**config.mk**
```make
export PLATFORM = sky130hd
export DESIGN_NAME = lsu_ctrl
export DESIGN_NICKNAME = d
export VERILOG_FILES = /design/src/rtl/lsu_ctrl.sv
export SDC_FILE = /design/constraint.sdc
export NUM_CORES = 1
export LEC_CHECK = 0
export BUFFER_PORTS_ARGS = -buffer_cell sky130_fd_sc_hd__buf_2
export CORE_ASPECT_RATIO = 1.25
export CORE_UTILIZATION = 53
export CTS_CLUSTER_DIAMETER = 40
export CTS_CLUSTER_SIZE = 25
export DETAILED_ROUTE_END_ITERATION = 8
export PLACE_DENSITY = 0.93
export SLEW_MARGIN = 20
export SYNTH_ARGS = -nofsm -noshare
export SYNTH_HDL_FRONTEND = slang
export SYNTH_SLANG_ARGS = --single-unit
```
**constraint.sdc**
```tcl
create_clock -name clock -period 5.4 [get_ports clock]
set_input_delay 0.54 -clock clock [delete_from_list [all_inputs] [get_ports clock]]
set_output_delay 0.54 -clock clock [all_outputs]
set_load 0.01 [all_outputs]
```
**src/rtl/lsu_ctrl.sv**
```systemverilog
`timescale 1ns/1ps
// lsu_ctrl: load/store control stage between EXU and the data memory.
// Takes one request at a time from EXU, checks func3 legality and alignment,
// issues a word-aligned MEM request with byte-lane mask and lane-replicated
// store data, waits for the memory response, and returns sign/zero-extended
// load data (or an error) to WBU through a valid/ready handshake.
//
// Ports:
//   clock, reset (async, active-low)
//   in_*  : EXU request (valid/ready, ren, wen, func3, addr, wdata, tag)
//   mem_* : MEM request (valid/ready, wen, wmask, addr, wdata) and response
//           (rvalid, rdata)
//   out_* : WBU result (valid/ready, rdata, tag, err)
//
// Build option: define LSU_TIMEOUT_EN to add a WAIT-state watchdog that ends
// the transaction with out_err=1 after TIMEOUT cycles without mem_rvalid.
//
// state | meaning
// IDLE  | ready for a new request
// REQ   | memory request driven, waiting for mem_ready
// WAIT  | request granted, waiting for mem_rvalid
// RESP  | result presented to WBU, waiting for out_ready
module lsu_ctrl #(
  parameter int TAG_W   = 5,
  parameter int TIMEOUT = 256
) (
  input  logic             clock,
  input  logic             reset,
  input  logic             in_valid,
  output logic             in_ready,
  input  logic             in_ren,
  input  logic             in_wen,
  input  logic [2:0]       in_func3,
  input  logic [31:0]      in_addr,
  input  logic [31:0]      in_wdata,
  input  logic [TAG_W-1:0] in_tag,
  output logic             mem_valid,
  input  logic             mem_ready,
  output logic             mem_wen,
  output logic [7:0]       mem_wmask,
  output logic [31:0]      mem_addr,
  output logic [31:0]      mem_wdata,
  input  logic             mem_rvalid,
  input  logic [31:0]      mem_rdata,
  output logic             out_valid,
  input  logic             out_ready,
  output logic [31:0]      out_rdata,
  output logic [TAG_W-1:0] out_tag,
  output logic             out_err
);

  typedef enum logic [1:0] {S_IDLE, S_REQ, S_WAIT, S_RESP} state_t;

  state_t             state_q, state_d;
  logic [31:0]        addr_q, addr_d;
  logic [31:0]        wdata_q, wdata_d;
  logic [31:0]        rdata_q, rdata_d;
  logic [2:0]         func3_q, func3_d;
  logic [TAG_W-1:0]   tag_q, tag_d;
  logic               wen_q, wen_d;
  logic               err_q, err_d;

`ifdef LSU_TIMEOUT_EN
  localparam int CNT_W = $clog2(TIMEOUT + 1);
  logic [CNT_W-1:0]   cnt_q, cnt_d;
`else
  // TIMEOUT only matters when the watchdog is built in.
  logic unused_timeout;
  assign unused_timeout = (TIMEOUT != 0);
`endif

  // Request decode, evaluated on the EXU inputs while in IDLE.
  logic f3_legal, misaligned, req_noop, req_err;
  always_comb begin
    f3_legal = 1'b0;
    case (in_func3)
      3'b000, 3'b001, 3'b010: f3_legal = 1'b1;
      3'b100, 3'b101:         f3_legal = in_ren & ~in_wen;  // unsigned forms are load-only
      default:                f3_legal = 1'b0;
    endcase
    misaligned = ((in_func3[1:0] == 2'b01) & in_addr[0]) |
                 ((in_func3[1:0] == 2'b10) & (in_addr[1:0] != 2'b00));
    req_noop   = ~in_ren & ~in_wen;
    req_err    = (in_ren & in_wen) | ~f3_legal | misaligned;
  end

  // Store lane placement and load extraction from the latched request.
  logic [3:0]  lane_mask;
  logic [31:0] lane_data, shifted, load_ext;
  always_comb begin
    case (func3_q[1:0])
      2'b00:   begin lane_mask = 4'b0001 << addr_q[1:0]; lane_data = {4{wdata_q[7:0]}};  end
      2'b01:   begin lane_mask = 4'b0011 << addr_q[1:0]; lane_data = {2{wdata_q[15:0]}}; end
      default: begin lane_mask = 4'b1111;                lane_data = wdata_q;            end
    endcase
    shifted = mem_rdata >> {addr_q[1:0], 3'b000};
    case (func3_q)
      3'b000:  load_ext = {{24{shifted[7]}},  shifted[7:0]};
      3'b001:  load_ext = {{16{shifted[15]}}, shifted[15:0]};
      3'b100:  load_ext = {24'd0, shifted[7:0]};
      3'b101:  load_ext = {16'd0, shifted[15:0]};
      default: load_ext = mem_rdata;
    endcase
  end

  always_comb begin
    state_d = state_q;
    addr_d  = addr_q;
    wdata_d = wdata_q;
    rdata_d = rdata_q;
    func3_d = func3_q;
    tag_d   = tag_q;
    wen_d   = wen_q;
    err_d   = err_q;
`ifdef LSU_TIMEOUT_EN
    cnt_d   = cnt_q;
`endif
    case (state_q)
      S_IDLE: begin
        if (in_valid) begin
          addr_d  = in_addr;
          wdata_d = in_wdata;
          func3_d = in_func3;
          tag_d   = in_tag;
          wen_d   = in_wen;
          rdata_d = 32'd0;
          err_d   = 1'b0;
          if (req_noop) begin
            state_d = S_RESP;
          end else if (req_err) begin
            err_d   = 1'b1;
            state_d = S_RESP;
          end else begin
            state_d = S_REQ;
          end
        end
      end
      S_REQ: begin
        if (mem_ready) begin
          state_d = S_WAIT;
`ifdef LSU_TIMEOUT_EN
          cnt_d   = '0;
`endif
        end
      end
      S_WAIT: begin
        if (mem_rvalid) begin
          rdata_d = wen_q ? 32'd0 : load_ext;
          state_d = S_RESP;
        end
`ifdef LSU_TIMEOUT_EN
        else begin
          cnt_d = cnt_q + CNT_W'(1);
          if (cnt_d == CNT_W'(TIMEOUT)) begin
            rdata_d = 32'd0;
            err_d   = 1'b1;
            state_d = S_RESP;
          end
        end
`endif
      end
      S_RESP: begin
        if (out_ready) state_d = S_IDLE;
      end
      default: state_d = S_IDLE;
    endcase
  end

  always_ff @(posedge clock or negedge reset) begin
    if (!reset) begin
      state_q <= S_IDLE;
      addr_q  <= '0;
      wdata_q <= '0;
      rdata_q <= '0;
      func3_q <= '0;
      tag_q   <= '0;
      wen_q   <= 1'b0;
      err_q   <= 1'b0;
`ifdef LSU_TIMEOUT_EN
      cnt_q   <= '0;
`endif
    end else begin
      state_q <= state_d;
      addr_q  <= addr_d;
      wdata_q <= wdata_d;
      rdata_q <= rdata_d;
      func3_q <= func3_d;
      tag_q   <= tag_d;
      wen_q   <= wen_d;
      err_q   <= err_d;
`ifdef LSU_TIMEOUT_EN
      cnt_q   <= cnt_d;
`endif
    end
  end

  logic in_req, in_resp;
  assign in_req  = (state_q == S_REQ);
  assign in_resp = (state_q == S_RESP);

  assign in_ready  = (state_q == S_IDLE);
  assign mem_valid = in_req;
  assign mem_wen   = in_req & wen_q;
  assign mem_wmask = (in_req & wen_q) ? {4'b0000, lane_mask} : 8'd0;
  assign mem_addr  = in_req ? {addr_q[31:2], 2'b00} : 32'd0;
  assign mem_wdata = (in_req & wen_q) ? lane_data : 32'd0;
  assign out_valid = in_resp;
  assign out_rdata = in_resp ? rdata_q : 32'd0;
  assign out_tag   = in_resp ? tag_q : '0;
  assign out_err   = in_resp & err_q;

endmodule

```
==> key figures, run 1 <==
Worst hold path
  • Hold Path Class: input port to async pin

Timing
  • Fin crit share: 0.575
  • Final hold vios: 0
  • Final slew viol count: 0
  • Slew @ Worst Pin: 1010 ps
  • RSZ-0062 raised after global routing: false
  • Final min period: 3100 ps
  • Slew headroom: 0.326
  • Hold WS: 181 ps
  • FMAX: 0.322 GHz
  • Final worst slack: 2300 ps
  • Worst Clk Skew: 4.67 ps
  • Final Setup Violations: 0
  • Total negative slack: 0 ps

Critical path
  • CP arrival: 2560 ps
  • Critical path capture point type: output pin
  • Critical Path RT: 4860 ps
  • Worst Path Max Fanout: 41
  • Critical Path Start Type: flop
  • WS Path Type: flop to output pin

Routing
  • Vias post-DR: 4926
  • DR iter-0 viols: 230
  • DR pass1 iterations: 5
  • Wire length per cell: 18.2 µm
  • Residual DRC count: 0
  • Post-route ant nets: 0
  • WL final: 15600 µm
  • Vias per std cell: 5.73

Place
  • GPL Wtd Cong: 0.964
  • Detailed Place HPWL: 11400 µm
  • Pre-CTS WS: 2600 ps
  • Buffers on Ports: 219

Power
  • Total Power: 0.00397 W
  • Pwr Density: 550 nW/µm²
  • Leak Pwr: 3.72 nW
  • Peak supply drop: 289 µV

Clocking
  • Root buf cell: clkbuf_16
  • Total CTS buffers: 9
  • Clock slew at reported path FFs: 70 ps
  • Skew-Pair Late Insertion Delay: 340 ps
  • Post-CTS Setup Bufs: 0
  • # resized after CTS: 0
  • H-Tree Depth: 3
  • CTS Buffer Depth: 2
  • Clock sinks: 108
  • Cts hold-fix bufs: 0
  • TritonCTS clock tree: yes

Logic synthesis
  • Post-synthesis sequential area ratio: 0.467
  • Synth Cell Area: 5790 µm²
  • FF+latch count, synth: 108
  • Number of synthesized flops with an enable pin: 0
  • YS warnings: 0
  • Most used DFF post-synth: dfrtp_1
  • Syn avg cell area: 10.9 µm²
  • Post-synth cell types: 40
  • Mapped Cells: 532
  • Post-synth ARST share: 1.00

Floorplan
  • FP Rows: 42
  • Number of top-level pins: 226
  • Die width: 95.5 µm
  • Initial Util: 0.546
  • DIE AREA: 11400 µm²
  • Die Span Y: 119 µm
  • Core Area: 10600 µm²

GRT
  • Total Routing Usage GR: 0.281
  • Overflow after GRT: 0
  • Largest net degree at the start of global routing: 76
  • First-pass GRT wire length: 24200 µm
  • Number of global-route vias before repair: 5047
  • Initial antenna violation count: 0

Finish
  • Area grow syn2layout: 24.7%
  • Nets: 838
  • Final Core Density: 0.680
  • N_diodes: 0
  • Most frequent cells in the layout: buf_2, dfrtp_1, mux2_2, and2_1, nor2_1
  • Layout cells sized above 1: 0.465
  • Commonest non-fill, non-tap cell in the layout: buf_2

Run status
  • Outcome: complete, no violations

Flow run
  • Max cap viols: 0
==> per-layer routing <==
metal | track usage | vias to the layer above | share of wire
li1 | - | 2251 | -
met1 | 0.325 | 2387 | 0.38
met2 | 0.487 | 249 | 0.51
met3 | 0.0607 | 39 | 0.076
met4 | 0.129 | 0 | 0.033
met5 | 0 | - | 0
==> sequential cells by signal (all words and copies together) (netlist names) <==
name / cells
rdata_q: 32
err_q: 1
wen_q: 1
func3_q: 3
addr_q: 32
wdata_q: 32
state_q: 2
tag_q: 5
==> critical path: stages, from the launching register on <==
cell and delay, ps:
dfrtp_1 410, inv_1 110, ha_1 160, buf_4 310, nand2_1 650, a21oi_1 370
buf_2 190
==> through the flow <==
step                      cells  cell area [µm²]
after floorplan             537             5810
after global placement      843             6880
after detailed placement    843             6880
after CTS                   859             7220
after global routing        859             7220
final                       859             7220
==> power breakdown <==
part	switching [W]	internal, W	total [W]
registers	0.000400	0.00117	0.00157
clock network	0.000290	0.000434	0.000724
logic	0.000842	0.000839	0.00168
total	0.00153	0.00244	0.00397
==> final timing paths <==
path	endpoint	from	slack [ps]	cells after the start
worst max register to register	rdata_q[28]	addr_q[1]	2610	4
worst min-delay path	rdata_q[1]	reset	180	1
min in group clock	wdata_q[17]	in_wdata[17]	430	2
max in group asynchronous	wdata_q[21]	reset	3990	2
worst max-delay path	mem_wdata[14]	state_q[1]	2300	6
worst min register to register	err_q	err_q	480	2
==> cells in the mapped netlist (all sizes together) (3+ instances only) <==
| cell | n | share of area |
|---|---|---|
| dfrtp | 108 | 0.47 |
| mux2i | 33 | 0.057 |
| clkbuf | 28 | 0.018 |
| ha | 4 | 0.0086 |
| and2 | 68 | 0.073 |
| a2bb2oi | 7 | 0.011 |
| mux2 | 76 | 0.15 |
| nor2b | 5 | 0.0067 |
| inv | 8 | 0.0052 |
| a221o | 17 | 0.032 |
| and3 | 8 | 0.0086 |
| o21ai | 27 | 0.023 |
| nand2 | 13 | 0.0084 |
| o2bb2ai | 22 | 0.033 |
| nor3 | 3 | 0.0026 |
| a21oi | 28 | 0.024 |
| buf | 20 | 0.021 |
| nor2 | 40 | 0.026 |
==> cells by family (layout without fill, tap and decap cells) <==
logic type                 Yosys count  in the layout  synth area share
adders and majority gates            4              4           0.00864
and+or+nand+nor                    143            143             0.134
buffers and inverters               57            247            0.0456
muxes                              109            109             0.205
other                                1              6          0.000647
AOI/OAI and AO/OA                  110            110             0.140
DFF                                108            108             0.467
==> area by class of cell <==
class	instances	area [µm²]
Clock buffer	11	253
Clock inverter	5	82.6
Fill cell	789	3390
Inverter	8	30.0
Multi-Input combinational cell	372	2860
Sequential cell	108	2710
Tap cell	132	165
Timing Repair Buffer	223	1130
Power figures use the tool's default switching activity.
==> inputs of run 2 (changes only) <==
--- a/config.mk
+++ b/config.mk
@@ -7,11 +7,11 @@
 export LEC_CHECK = 0
 export BUFFER_PORTS_ARGS = -buffer_cell sky130_fd_sc_hd__buf_2
 export CORE_ASPECT_RATIO = 1.25
-export CORE_UTILIZATION = 53
+export CORE_UTILIZATION = 49
 export CTS_CLUSTER_DIAMETER = 40
 export CTS_CLUSTER_SIZE = 25
 export DETAILED_ROUTE_END_ITERATION = 8
-export PLACE_DENSITY = 0.93
+export PLACE_DENSITY = 0.87
 export SLEW_MARGIN = 20
 export SYNTH_ARGS = -nofsm -noshare
 export SYNTH_HDL_FRONTEND = slang
==> constraint.sdc (replaced) <==
create_clock -name clock -period 3.1 [get_ports clock]
set_input_delay 0.31 -clock clock [delete_from_list [all_inputs] [get_ports clock]]
set_output_delay 0.31 -clock clock [all_outputs]
set_load 0.01 [all_outputs]
==> run 2 against run 1 <==
Net effect: utilization decreased by 4.9 points; hold slack got worse by 95 ps; non-clock buffer count increased by 8; critical path depth unchanged; sequential power increased by 61%; combinational power increased by 91%; setup slack got worse by 1800 ps; total power increased by 77%; global-route usage decreased by 2.3 points; register-to-register slack got worse by 2100 ps.
==> key figures, run 2 (synthesis results as in run 1) <==
Finish
  • Most frequent cells in the layout: buf_2, dfrtp_1, mux2_2, and2_1, nor2_1
  • N_diodes: 0
  • Commonest non-fill, non-tap cell in the layout: buf_2
  • Regs by FF count: addr_q (32), rdata_q (32), wdata_q (32)
  • Nets: 846
  • Fill cells: 942
  • Area grow syn2layout: 25.9%
  • Layout cells sized above 1: 0.468
  • Final Core Density: 0.631

Routing
  • Routed wl met3: 1240 µm
  • Vias post-DR: 4928
  • Wire length per cell: 18.1 µm
  • DR pass1 iterations: 5
  • Post-route ant nets: 0
  • WL final: 15800 µm
  • DR iter-0 viols: 230
  • Max layer used: met5
  • Vias per std cell: 5.64
  • Met1 Routed Length: 6350 µm
  • WL met2: 7790 µm
  • Residual DRC count: 0

Clocking
  • H-Tree Depth: 3
  • Total CTS buffers: 9
  • # resized after CTS: 0
  • Clock slew at reported path FFs: 70 ps
  • Clock sinks: 108
  • CTS Buffer Depth: 2
  • Cts hold-fix bufs: 0
  • Root buf cell: clkbuf_16
  • TritonCTS clock tree: yes
  • Post-CTS Setup Bufs: 0
  • Skew-Pair Late Insertion Delay: 340 ps

Critical path
  • CP max stage delay: 860 ps
  • Slowest CP cell: dfrtp_1
  • Worst path top cell family by delay: flip-flops
  • CP most frequent cell: nor2_1
  • Critical path capture point type: output pin
  • Cell chain of the critical path: buf_4, mux2i_1, nor2_1, a21oi_1, nor2_1, buf_2
  • Worst Path Max Fanout: 23
  • WS Path Type: flop to output pin
  • Critical Path Start Type: flop
  • CP arrival: 2250 ps
  • Critical Path RT: 2790 ps
  • Buffers & Inverters on Critical Path: 2

Place
  • Detailed Place HPWL: 11600 µm
  • GPL Wtd Cong: 0.922
  • Buffers on Ports: 219

Timing
  • Final min period: 2560 ps
  • Slew headroom: 0.269
  • Slew @ Worst Pin: 1090 ps
  • Final Setup Violations: 0
  • FMAX: 0.390 GHz
  • RSZ-0062 raised after global routing: false
  • Worst Clk Skew: 10.4 ps
  • Hold WS: 86.1 ps
  • Final hold vios: 0
  • Total negative slack: 0 ps
  • Final slew viol count: 0
  • Fin crit share: 0.827

Floorplan
  • Die Span Y: 124 µm
  • FP Rows: 44
  • Initial Util: 0.501
  • Core Area: 11600 µm²
  • Die width: 99.3 µm
  • Number of top-level pins: 226
  • DIE AREA: 12300 µm²

GRT
  • First-pass GRT wire length: 24300 µm
  • Initial antenna violation count: 1
  • Overflow after GRT: 0
  • Number of global-route vias before repair: 4944
  • Largest net degree at the start of global routing: 76
  • Total Routing Usage GR: 0.257

Flow run
  • Max cap viols: 0

Worst hold path
  • Hold Path Class: input port to async pin

Power
  • Pwr Density: 962 nW/µm²
  • Leak Pwr: 3.77 nW
  • Peak supply drop: 454 µV

Run status
  • Outcome: complete, no violations
## run 2: changes by cell type in the layout (fill, tap and decap cells not counted), sizes merged
cell    change
clkinv      -1
clkbuf      +1
buf         +8
## run 2: cell type report
cell class	count	area, µm²	share of cell area
multi-input cells	372	2860	0.392
flip-flops and latches	108	2700	0.371
repair buffers	231	1190	0.163
clock buffers	12	267	0.0365
well taps	138	173	0.0237
clock inverters	4	77.6	0.0106
inverters	8	30.0	0.00412
## run 2: routing by layer
layer  GRT usage  up-vias
li1            -     2267
met1       0.309     2372
met2       0.437      253
met3      0.0673       34
met4       0.113        2
met5           0        -
## run 2: power by group
group / leakage (nW) / total (W) / internal, W / switching, W
clock network: 0.169 / 0.00129 / 0.000779 / 0.000512
logic: 2.26 / 0.00321 / 0.00151 / 0.00170
registers: 1.34 / 0.00252 / 0.00204 / 0.000483
## run 2: path summary, 6_finish.rpt
path,start,cells after the start,to,slack [ps]
worst max-delay path,func3_q[0],6,mem_wdata[29],540
worst min-delay path,reset,1,rdata_q[3],90
worst max register to register,state_q[0],6,rdata_q[28],560
worst min register to register,err_q,2,err_q,480
max in group asynchronous,reset,2,addr_q[21],2160
min in group clock,in_wdata[18],2,wdata_q[18],190
## run 2: through the flow
step / worst slack (ps) / power [W] / instance area, µm² / instances
6_report: 536 / 0.00702 / 7300 / 873
5_1_grt: 411 / 0.00746 / 7300 / 873
4_1_cts: 556 / 0.00705 / 7300 / 873
3_5_place_dp: 577 / 0.00572 / 6950 / 857
3_3_place_gp: 761 / 0.00558 / 6950 / 857
2_1_floorplan: 1060 / 0.00469 / 5810 / 537
